$ cat config.mk
export PLATFORM = sky130hd
export DESIGN_NAME = full_adder
export DESIGN_NICKNAME = d
export VERILOG_FILES = /design/src/rtl/adder_pkg.sv /design/src/rtl/full_adder_core.sv /design/src/rtl/full_adder.sv
export SDC_FILE = /design/constraint.sdc
export NUM_CORES = 1
export LEC_CHECK = 0
export ABC_CLOCK_PERIOD_IN_PS = 3700
export CORE_ASPECT_RATIO = 1.25
export CORE_UTILIZATION = 35
export CTS_CLUSTER_SIZE = 30
export DETAILED_ROUTE_END_ITERATION = 12
export PLACE_DENSITY = 0.63
export SYNTH_ARGS = -nofsm -noshare
export SYNTH_HDL_FRONTEND = slang
export SYNTH_SLANG_ARGS = --single-unit
export TNS_END_PERCENT = 10
$ cat constraint.sdc
create_clock -name clk -period 3.7 [get_ports clk]
set_clock_uncertainty 0.05 [all_clocks]
set_input_delay 0.74 -clock clk [delete_from_list [all_inputs] [get_ports clk]]
set_output_delay 0.74 -clock clk [all_outputs]
set_load 0.005 [all_outputs]
$ cat src/rtl/adder_pkg.sv
// rtl/adder_pkg.sv - shared full-adder bit functions and constants
package adder_pkg;

   // Number of distinct {a,b,c} input combinations tracked by the coverage mask
   localparam int NUM_COMBOS = 8;

   // Sum bit of a 1-bit full adder
   function automatic logic fa_sum(input logic a, input logic b, input logic c);
      return a ^ b ^ c;
   endfunction

   // Carry bit of a 1-bit full adder: majority of the three inputs
   function automatic logic fa_carry(input logic a, input logic b, input logic c);
      return (a & b) | (a & c) | (b & c);
   endfunction

endpackage

$ cat src/rtl/full_adder_core.sv
// rtl/full_adder_core.sv - purely combinational 1-bit full adder cell
module full_adder_core
   import adder_pkg::*;
(
   input  logic a,
   input  logic b,
   input  logic c,
   output logic s,
   output logic cout
);

   // Zero-latency sum/carry so ripple chains can cascade cells directly
   assign s    = fa_sum(a, b, c);
   assign cout = fa_carry(a, b, c);

endmodule

$ cat src/rtl/full_adder.sv
// rtl/full_adder.sv - full adder with capture registers, coverage mask and carry counter
module full_adder
   import adder_pkg::*;
#(
   parameter int CNT_W = 8
)
(
   input  logic                  clk,
   input  logic                  rst_n,
   input  logic                  a,
   input  logic                  b,
   input  logic                  c,
   input  logic                  en,
   input  logic                  clr,
   output logic                  s,
   output logic                  cout,
   output logic                  s_q,
   output logic                  cout_q,
   output logic                  valid_q,
   output logic [NUM_COMBOS-1:0] cov,
   output logic                  all_cov,
   output logic [CNT_W-1:0]      carry_cnt
);

   localparam logic [CNT_W-1:0] CNT_MAX = '1;

   logic [2:0] combo;

   full_adder_core u_core (
      .a    (a),
      .b    (b),
      .c    (c),
      .s    (s),
      .cout (cout)
   );

   // Coverage index uses a as the most significant bit
   assign combo = {a, b, c};

   // Every combination seen once the whole mask is populated
   assign all_cov = &cov;

   // Capture stage: valid follows en every cycle, data holds when en is low
   always_ff @(posedge clk or negedge rst_n) begin
      if (!rst_n) begin
         s_q     <= 1'b0;
         cout_q  <= 1'b0;
         valid_q <= 1'b0;
      end else begin
         valid_q <= en;
         if (en) begin
            s_q    <= s;
            cout_q <= cout;
         end
      end
   end

   // Statistics: clr wins over en; counter saturates instead of wrapping
   always_ff @(posedge clk or negedge rst_n) begin
      if (!rst_n) begin
         cov       <= '0;
         carry_cnt <= '0;
      end else if (clr) begin
         cov       <= '0;
         carry_cnt <= '0;
      end else if (en) begin
         cov[combo] <= 1'b1;
         if (cout && (carry_cnt != CNT_MAX)) begin
            carry_cnt <= carry_cnt + CNT_W'(1);
         end
      end
   end

endmodule

# Word level (Yosys, flattened, before mapping)
# Index checks and enable logic that the tools add are counted.
[totals]
ram_bits = 0
out_inout_bits = 22
inputBits = 7
regBits = 19
latchBits = 0
mem_bits_ro = 0
elab_cells = 30
memories = 0
[op_classes]
reduce_logical = 6
div = 0
addsub = 1
bitwise_logic = 8
shift = 0
multipliers = 0
magnitude_cmp = 2
mux = 7
n_eq_ne = 1
[op_table]
columns = ["operator", "count"]
rows = [
  ["$mux 8", 5],
  ["$add 8x1->8 const B", 1],
  ["$ne 8x8->1 const B", 1],
  ["$or 8x8->8", 1],
  ["$reduce_and 8->1", 1],
  ["$lt 3x4->1 const B", 1],
  ["$reduce_bool 2->1", 2],
  ["$and 1x1->1", 3],
  ["$demux 1 s3", 1],
  ["$ge 3x1->1 const B", 1],
  ["$logic_and 1x1->1", 2],
  ["$or 1x1->1", 2],
  ["$reduce_and 2->1", 1],
  ["$xor 1x1->1", 2],
  ["$mux 1", 1],
]

# Longest topological paths before layout
# Gate-level depths: netlist (run 1).
[logic_depth]
word_depth = 7
ltp_mapped = 4
depth_no_buf = 4

# Hierarchy
# A second synthesis (run 1) with hierarchy kept.
[unflattened]
hier_cells = 84
hier_area_um2 = 870.8
[modules_own_cells]
columns = ["module", "area_each_um2", "seq_area_each_um2", "n_inst", "cells_per_inst"]
rows = [
  ["full_adder", 850.8, 475.5, 1, 83],
  ["full_adder_core", 20.0, 0.0, 1, 1],
]

# Worst setup path before layout (run 1)
# OpenSTA, ideal clock, no wires.
[synth_timing]
kind = "input to output"
startpoint = "in a"
endpoint = "out s"
path_slack_ns = 1.621
cell_stages = 1
arrival_time_ns = 1.289
required_time_ns = 2.910
path_buffers = 0
cell_sequence = "fa_1"
[synth_via]
elab_chain_len = 2
[synth_lines]
columns = ["element", "line_no", "rtl"]
rows = [
  ["start, declared", "full_adder.sv:10", "input logic a,"],
  ["$xor 1x1->1 (2 in a row)", "adder_pkg.sv:9", "return a ^ b ^ c;"],
  ["end, declared", "full_adder.sv:15", "output logic s,"],
]
# No other way between the ends.

# Worst setup path in the final report (run 1)
[layout_timing]
startpoint = "in c"
endpoint = "out s"
[layout_via]
elab_chain_len = 1
[layout_lines]
columns = ["element", "line_no", "rtl"]
rows = [
  ["start, declared", "full_adder.sv:12", "input logic c,"],
  ["$xor 1x1->1", "adder_pkg.sv:9", ""],
]
# No other way between the ends.

==> results of run 1 <==
-- sequential cells by signal, indices dropped and copies added, names as in the netlist --
signal	flops
carry_cnt	8
cout_q	1
cov	8
s_q	1
valid_q	1
-- logic make-up after synthesis --
family / count (synthesis) / share of synthesized area [%]
mux: 5 / 5.85
fa+ha+maj: 6 / 8.21
simple gates: 33 / 17.0
flops: 19 / 47.3
buf+inv: 13 / 5.97
compound gates: 19 / 15.7
-- Yosys cell counts, types with 2 or more instances --
master                     number
sky130_fd_sc_hd__a21oi_1        4
sky130_fd_sc_hd__dfrtp_1       19
sky130_fd_sc_hd__nand3_1        2
sky130_fd_sc_hd__nand2_1        4
sky130_fd_sc_hd__nor2b_1        2
sky130_fd_sc_hd__nand4_1        3
sky130_fd_sc_hd__o21bai_1       2
sky130_fd_sc_hd__a31oi_1        6
sky130_fd_sc_hd__inv_1          9
sky130_fd_sc_hd__ha_1           5
sky130_fd_sc_hd__mux2_2         2
sky130_fd_sc_hd__a211oi_2       2
sky130_fd_sc_hd__nor2_1        14
-- stage by stage --
stage	worst slack (ns)	power (W)	hold slack [ns]	instances
3_5_place_dp	0.575	0.000292	0.458	153
5_1_grt	0.530	0.000410	0.501	157
6_report	0.567	0.000391	0.478	157
4_1_cts	0.572	0.000399	0.483	157
2_1_floorplan	1.62	0.000252	0.394	95
3_3_place_gp	0.612	0.000291	0.468	153
-- per-layer routing --
layer / routed length [um] / GRT usage [%] / vias to the layer above
met2: 1040 / 27.8 / 28
met3: 99 / 1.95 / 2
met4: 11 / 7.35 / 0
met5: 0 / 0 / -
met1: 921 / 18.4 / 386
li1: - / - / 393
-- worst paths after layout --
kind / from / end
worst min-delay path: cov[0]$_DFFE_PN0P_ / cov[0]$_DFFE_PN0P_
worst max-delay path: c / s
min in group asynchronous: rst_n / cov[5]$_DFFE_PN0P_
worst max register to register: carry_cnt[0]$_DFFE_PN0P_ / carry_cnt[5]$_DFFE_PN0P_
worst min register to register: cov[0]$_DFFE_PN0P_ / cov[0]$_DFFE_PN0P_
max in group asynchronous: rst_n / cov[7]$_DFFE_PN0P_
-- area by class of cell --
cell class / instances / area share (%)
sequential: 19 / 35.8
multi-input combinational: 63 / 35.4
timing repair buffer: 28 / 21.1
tap: 34 / 3.20
inverter: 9 / 2.54
clock buffer: 4 / 1.98
-- power groups by stage --
stage / registers (W) / clock network, W / logic (W)
after floorplan: 0.000226 / 0 / 0.0000257
after global placement: 0.000226 / 0 / 0.0000651
after detailed placement: 0.000227 / 0 / 0.0000657
after global routing: 0.000224 / 0.000115 / 0.0000714
final: 0.000222 / 0.000104 / 0.0000645
after CTS: 0.000222 / 0.000110 / 0.0000660
-- worst reg2reg max path: stages (launching register included) --
cell	delay (ns)
sky130_fd_sc_hd__dfrtp_1	0.44
sky130_fd_sc_hd__ha_1	0.26
sky130_fd_sc_hd__and2_1	0.21
sky130_fd_sc_hd__a211oi_2	0.25
sky130_fd_sc_hd__mux2_1	0.34
==> results.md, run 1 <==
* **Core Area** 2710 um^2
* **fraction of layout cells with a size suffix above 1** 8.94%
* **R2R Setup Slk** 2.05 ns
* **buffer depth of the longest clock path** 2
* **Final HPWL DP** 1550 um
* **top area cells in the synthesized netlist** sky130_fd_sc_hd__dfrtp_1 47%, sky130_fd_sc_hd__ha_1 6.2%, sky130_fd_sc_hd__nor2_1 5.2%
* **source-to-sink clock delay at the later pin of the worst-skew pair** 0.29 ns
* **number of buffers inserted during clock tree synthesis** 3
* **number of failing hold endpoints at the final stage** 0
* **switching part of the total power** 25.1%
* **Crit path max-delay family** buffers and inverters
* **Yosys top cell area share** 47.3%
* **share of flip-flops with an asynchronous set or reset** 100%
* **number of antenna violations at the first check in global routing** 0
* **crit start category** input port
* **wire length of the first global-routing pass** 3520 um
* **number of global-route vias before repair** 769
* **count of cell types in the netlist** 34
* **FF/Latch Area** 475 um^2
* **Non-Filler Cell Area, Final** 1330 um^2
* **count of cells resized by post-cts repair** 0
* **final routed wirelength across all metal layers** 2080 um
* **clock sinks** 19
* **type of destination of the critical path** primary output
* **part of the total power dissipated in combinational logic** 16.5%
* **leakage component of the power** 0.557 nW
* **relative contribution of sequential cells to total power** 56.9%
* **cell depth of the worst flop-to-flop path** 4
* **number of max-cap violations** 0
* **number of placement rows** 21
* **largest net degree at the start of global routing** 20
* **slowest library cell on the worst path** sky130_fd_sc_hd__fa_1
* **required time reported for the critical path endpoint** 2.91 ns
* **number of enable flip-flop cells after synthesis** 0
* **Filler Cell Count** 249
* **clock transition at the registers of the reported paths** 0.10 ns
* **Hold WC Path Type** flip-flop to flip-flop
* **Clk Tree Root Cell** sky130_fd_sc_hd__clkbuf_4
* **Stages on worst setup path** 3
* **Max Freq** 319 MHz
* **actual slew at the worst max-slew pin** 0.843 ns
* **dpl cell area** 1300 um^2
* **hold-fix buffer count after cts** 0
* **number of buffer and inverter instances along the worst setup path** 2
* **TritonCTS clock tree** built
* **crit-path most repeated cell** sky130_fd_sc_hd__clkdlybuf4s50_1
* **number of setup violations in the final report** 0
* **via/cell ratio** 5.15
* **commonest cells after routing, fill and taps aside** 28 x sky130_fd_sc_hd__clkdlybuf4s50_1, 19 x sky130_fd_sc_hd__dfrtp_1, 14 x sky130_fd_sc_hd__nor2_1
* **total number of H-tree levels** 1
* **antenna diode count** 0
* **Synth Cell Area** 1010 um^2
* **Die Wd** 50.0 um
* **area used by multi-input combinational logic** 470 um^2
* **synthesis-stage register bit count** 19
* **Mapped Nets** 108
* **first-iteration detailed-routing DRC count** 4
* **Main synth FF type** sky130_fd_sc_hd__dfrtp_1
* **worst-path cell chain** clkdlybuf4s50_1 > fa_1 > clkdlybuf4s50_1
* **most frequent standard cell in the layout excluding fill and tap cells** sky130_fd_sc_hd__clkdlybuf4s50_1
* **worst max-slew margin expressed relative to the limit** 43.6%
* **Mapped Avg Cell Area** 10.6 um^2
* **routed via count** 809
* **power density of the placed cells** 294 nW/um^2
* **switching power** 0.0000983 W
* **top cell type by total area after synthesis** sky130_fd_sc_hd__dfrtp_1
* **final weighted congestion in routability-driven placement** 0.818
* **worst setup path category** input port to primary output
* **GRT Residual Overflow** 0
* **Area growth, synth to finish** 32.1%
* **post-layout utilization of the core** 49.1%
* **Die Y-Extent** 61.9 um
* **Internal** 0.000293 W
* **largest driver fanout on the critical path** 7
* **Top Ports** 29
* **min Tclk post-route** 3.13 ns
* **GR Util All Layers** 15.4%
* **unrepaired setup endpoints after global routing** no
* **synthesized instance count** 95
* **number of pins exceeding their max-slew limit in the final report** 0
* **Port-buffer cells** 28
* **Tcrit/Tclk final** 84.7%
* **run status** completed
* **post-CTS setup buffer count** 0
* **clock network fraction of design power** 26.6%
* **number of remaining DRC errors** 0
* **overall die area** 3090 um^2
* **wire length per cell after detailed routing** 13.2 um
* **Hold Path Cell Cnt** 2
* **Crit path largest cell delay** 0.56 ns
* **aggregate negative setup slack** 0 ns
* **starting density of the core** 37.2%
* **final antenna-violating net count** 0
* **NumNets Final** 137
* **data arrival at the endpoint of the critical path** 2.34 ns
* **register area share after synthesis** 47.3%
* **number of warnings reported in the yosys synthesis log** 0
* **TritonRoute pass-1 iters** 4
* **Max IR drop VDD** 145 uV
(Power assumes the default switching activity.)
==> run 2: changes to the inputs <==
Settings changed: ABC_CLOCK_PERIOD_IN_PS 3700 to 2600, PLACE_DENSITY 0.63 to 0.65.
Clock period 3.7 ns to 2.6 ns, I/O delays scaled along.
==> results.md, run 2 (synthesis gave the netlist of run 1 again) <==
* **run status** completed
* **clock sinks** 19
* **most frequent standard cell in the layout excluding fill and tap cells** sky130_fd_sc_hd__clkdlybuf4s50_1
* **routed via count** 841
* **wire length of the first global-routing pass** 3710 um
* **source-to-sink clock delay at the later pin of the worst-skew pair** 0.30 ns
* **Tcrit/Tclk final** 94.6%
* **leakage component of the power** 0.599 nW
* **GRT Residual Overflow** 0
* **Final HPWL DP** 1620 um
* **final weighted congestion in routability-driven placement** 0.757
* **via/cell ratio** 5.16
* **antenna diode count** 0
* **largest driver fanout on the critical path** 2
* **R2R Setup Slk** 0.89 ns
* **Non-Filler Cell Area, Final** 1380 um^2
* **final routed wirelength across all metal layers** 2220 um
* **cell depth of the worst flop-to-flop path** 4
* **number of max-cap violations** 0
* **number of remaining DRC errors** 0
* **Core Area** 2710 um^2
* **number of buffers inserted during clock tree synthesis** 3
* **switching power** 0.000144 W
* **Area growth, synth to finish** 36.8%
* **worst setup path category** input port to primary output
* **Worst R2R Start** carry_cnt[0]$_DFFE_PN0P_
* **part of the total power dissipated in combinational logic** 17.5%
* **clock network fraction of design power** 26.3%
* **Crit Reg-Reg Endpoint** carry_cnt[3]$_DFFE_PN0P_
* **registers with the most flip-flops** carry_cnt (8), cov (8)
* **required time reported for the critical path endpoint** 2.03 ns
* **final antenna-violating net count** 0
* **Internal** 0.000419 W
* **NumNets Final** 143
* **number of placement rows** 21
* **unrepaired setup endpoints after global routing** no
* **number of antenna violations at the first check in global routing** 0
* **type of destination of the critical path** primary output
* **fraction of layout cells with a size suffix above 1** 14.0%
* **number of setup violations in the final report** 0
* **actual slew at the worst max-slew pin** 0.654 ns
* **data arrival at the endpoint of the critical path** 1.89 ns
* **Max IR drop VDD** 341 uV
* **Max Freq** 407 MHz
* **Hold Path Cell Cnt** 1
* **buffer depth of the longest clock path** 2
* **worst max-slew margin expressed relative to the limit** 56.3%
* **number of failing hold endpoints at the final stage** 0
* **post-layout utilization of the core** 50.9%
* **crit start category** input port
* **GR Util All Layers** 16.1%
* **commonest cells after routing, fill and taps aside** 26 x sky130_fd_sc_hd__clkdlybuf4s50_1, 19 x sky130_fd_sc_hd__dfrtp_1, 14 x sky130_fd_sc_hd__nor2_1
* **post-CTS setup buffer count** 0
* **wire length per cell after detailed routing** 13.6 um
* **hold worst-path end** s_q$_DFFE_PN0P_
* **largest net degree at the start of global routing** 20
* **TritonRoute pass-1 iters** 4
* **first-iteration detailed-routing DRC count** 18
* **total power draw** 0.000563 W
* **Top Ports** 29
* **Die Wd** 50.0 um
* **Port-buffer cells** 28
* **power density of the placed cells** 409 nW/um^2
* **Hold Crit Start** s_q$_DFFE_PN0P_
* **TritonCTS clock tree** built
* **number of pins exceeding their max-slew limit in the final report** 0
* **dpl cell area** 1350 um^2
* **Hold WC Path Type** flip-flop to flip-flop
* **relative contribution of sequential cells to total power** 56.2%
* **Clk Tree Root Cell** sky130_fd_sc_hd__clkbuf_4
* **switching part of the total power** 25.6%
* **min Tclk post-route** 2.46 ns
* **number of global-route vias before repair** 848
* **hold-fix buffer count after cts** 0
* **clock transition at the registers of the reported paths** 0.11 ns
* **overall die area** 3090 um^2
* **total number of H-tree levels** 1
* **starting density of the core** 37.2%
* **Die Y-Extent** 61.9 um
[run 2: worst max-delay path, cell delays in order]
cell and delay [ns]:
sky130_fd_sc_hd__clkdlybuf4s50_1 0.45, sky130_fd_sc_hd__fa_1 0.45, sky130_fd_sc_hd__clkdlybuf4s50_1 0.47
[run 2: timing repair]
action	4_1_cts	5_1_grt
gates resized for setup	1	1
pin swaps	0	1
endpoints found under the setup margin	1	1
[run 2: routing by layer]
layer	routed length [um]	GRT usage (%)
met1	1020	19.6
met5	0	0
met2	1110	28.6
met3	84	2.19
met4	14	7.35
[run 2: worst max path at each step]
stage | start | end | cells after the start
2_1_floorplan | a | carry_cnt[5]$_DFFE_PN0P_ | 4
3_3_place_gp | a | s | 3
3_5_place_dp | a | s | 3
4_1_cts | b | s | 3
5_1_grt | c | cout | 3
6_report | c | cout | 3
[run 2: final cells by class]
class	count	area, um^2
multi-input cells	63	470
clock buffers	3	22.5
inverters	9	33.8
repair buffers	34	327
well taps	34	42.5
fillers	255	1330
clock inverters	1	5.00
flip-flops and latches	19	475
[run 2: power by group through the flow]
stage | Clock [W] | Sequential, W | Combinational, W
after floorplan | 0 | 0.000322 | 0.0000365
after global placement | 0 | 0.000322 | 0.0000995
after detailed placement | 0 | 0.000323 | 0.000101
after CTS | 0.000156 | 0.000317 | 0.000101
after global routing | 0.000170 | 0.000319 | 0.000110
final | 0.000148 | 0.000317 | 0.0000987
[run 2: metrics by stage]
step	hold slack, ns	setup TNS (ns)	instances	worst slack (ns)
final	0.486	0	163	0.141
after global routing	0.506	0	163	0.110
after CTS	0.491	0	163	0.0166
after detailed placement	0.465	-0.0112	159	-0.0112
after global placement	0.460	0	159	0.00182
after floorplan	0.174	0	95	0.895
==> run 3: changes to the inputs <==
Settings changed: CTS_CLUSTER_DIAMETER set to 50.
==> results of run 3 <==
No change in the layout: final DEF, timing and power equal those of run 2.
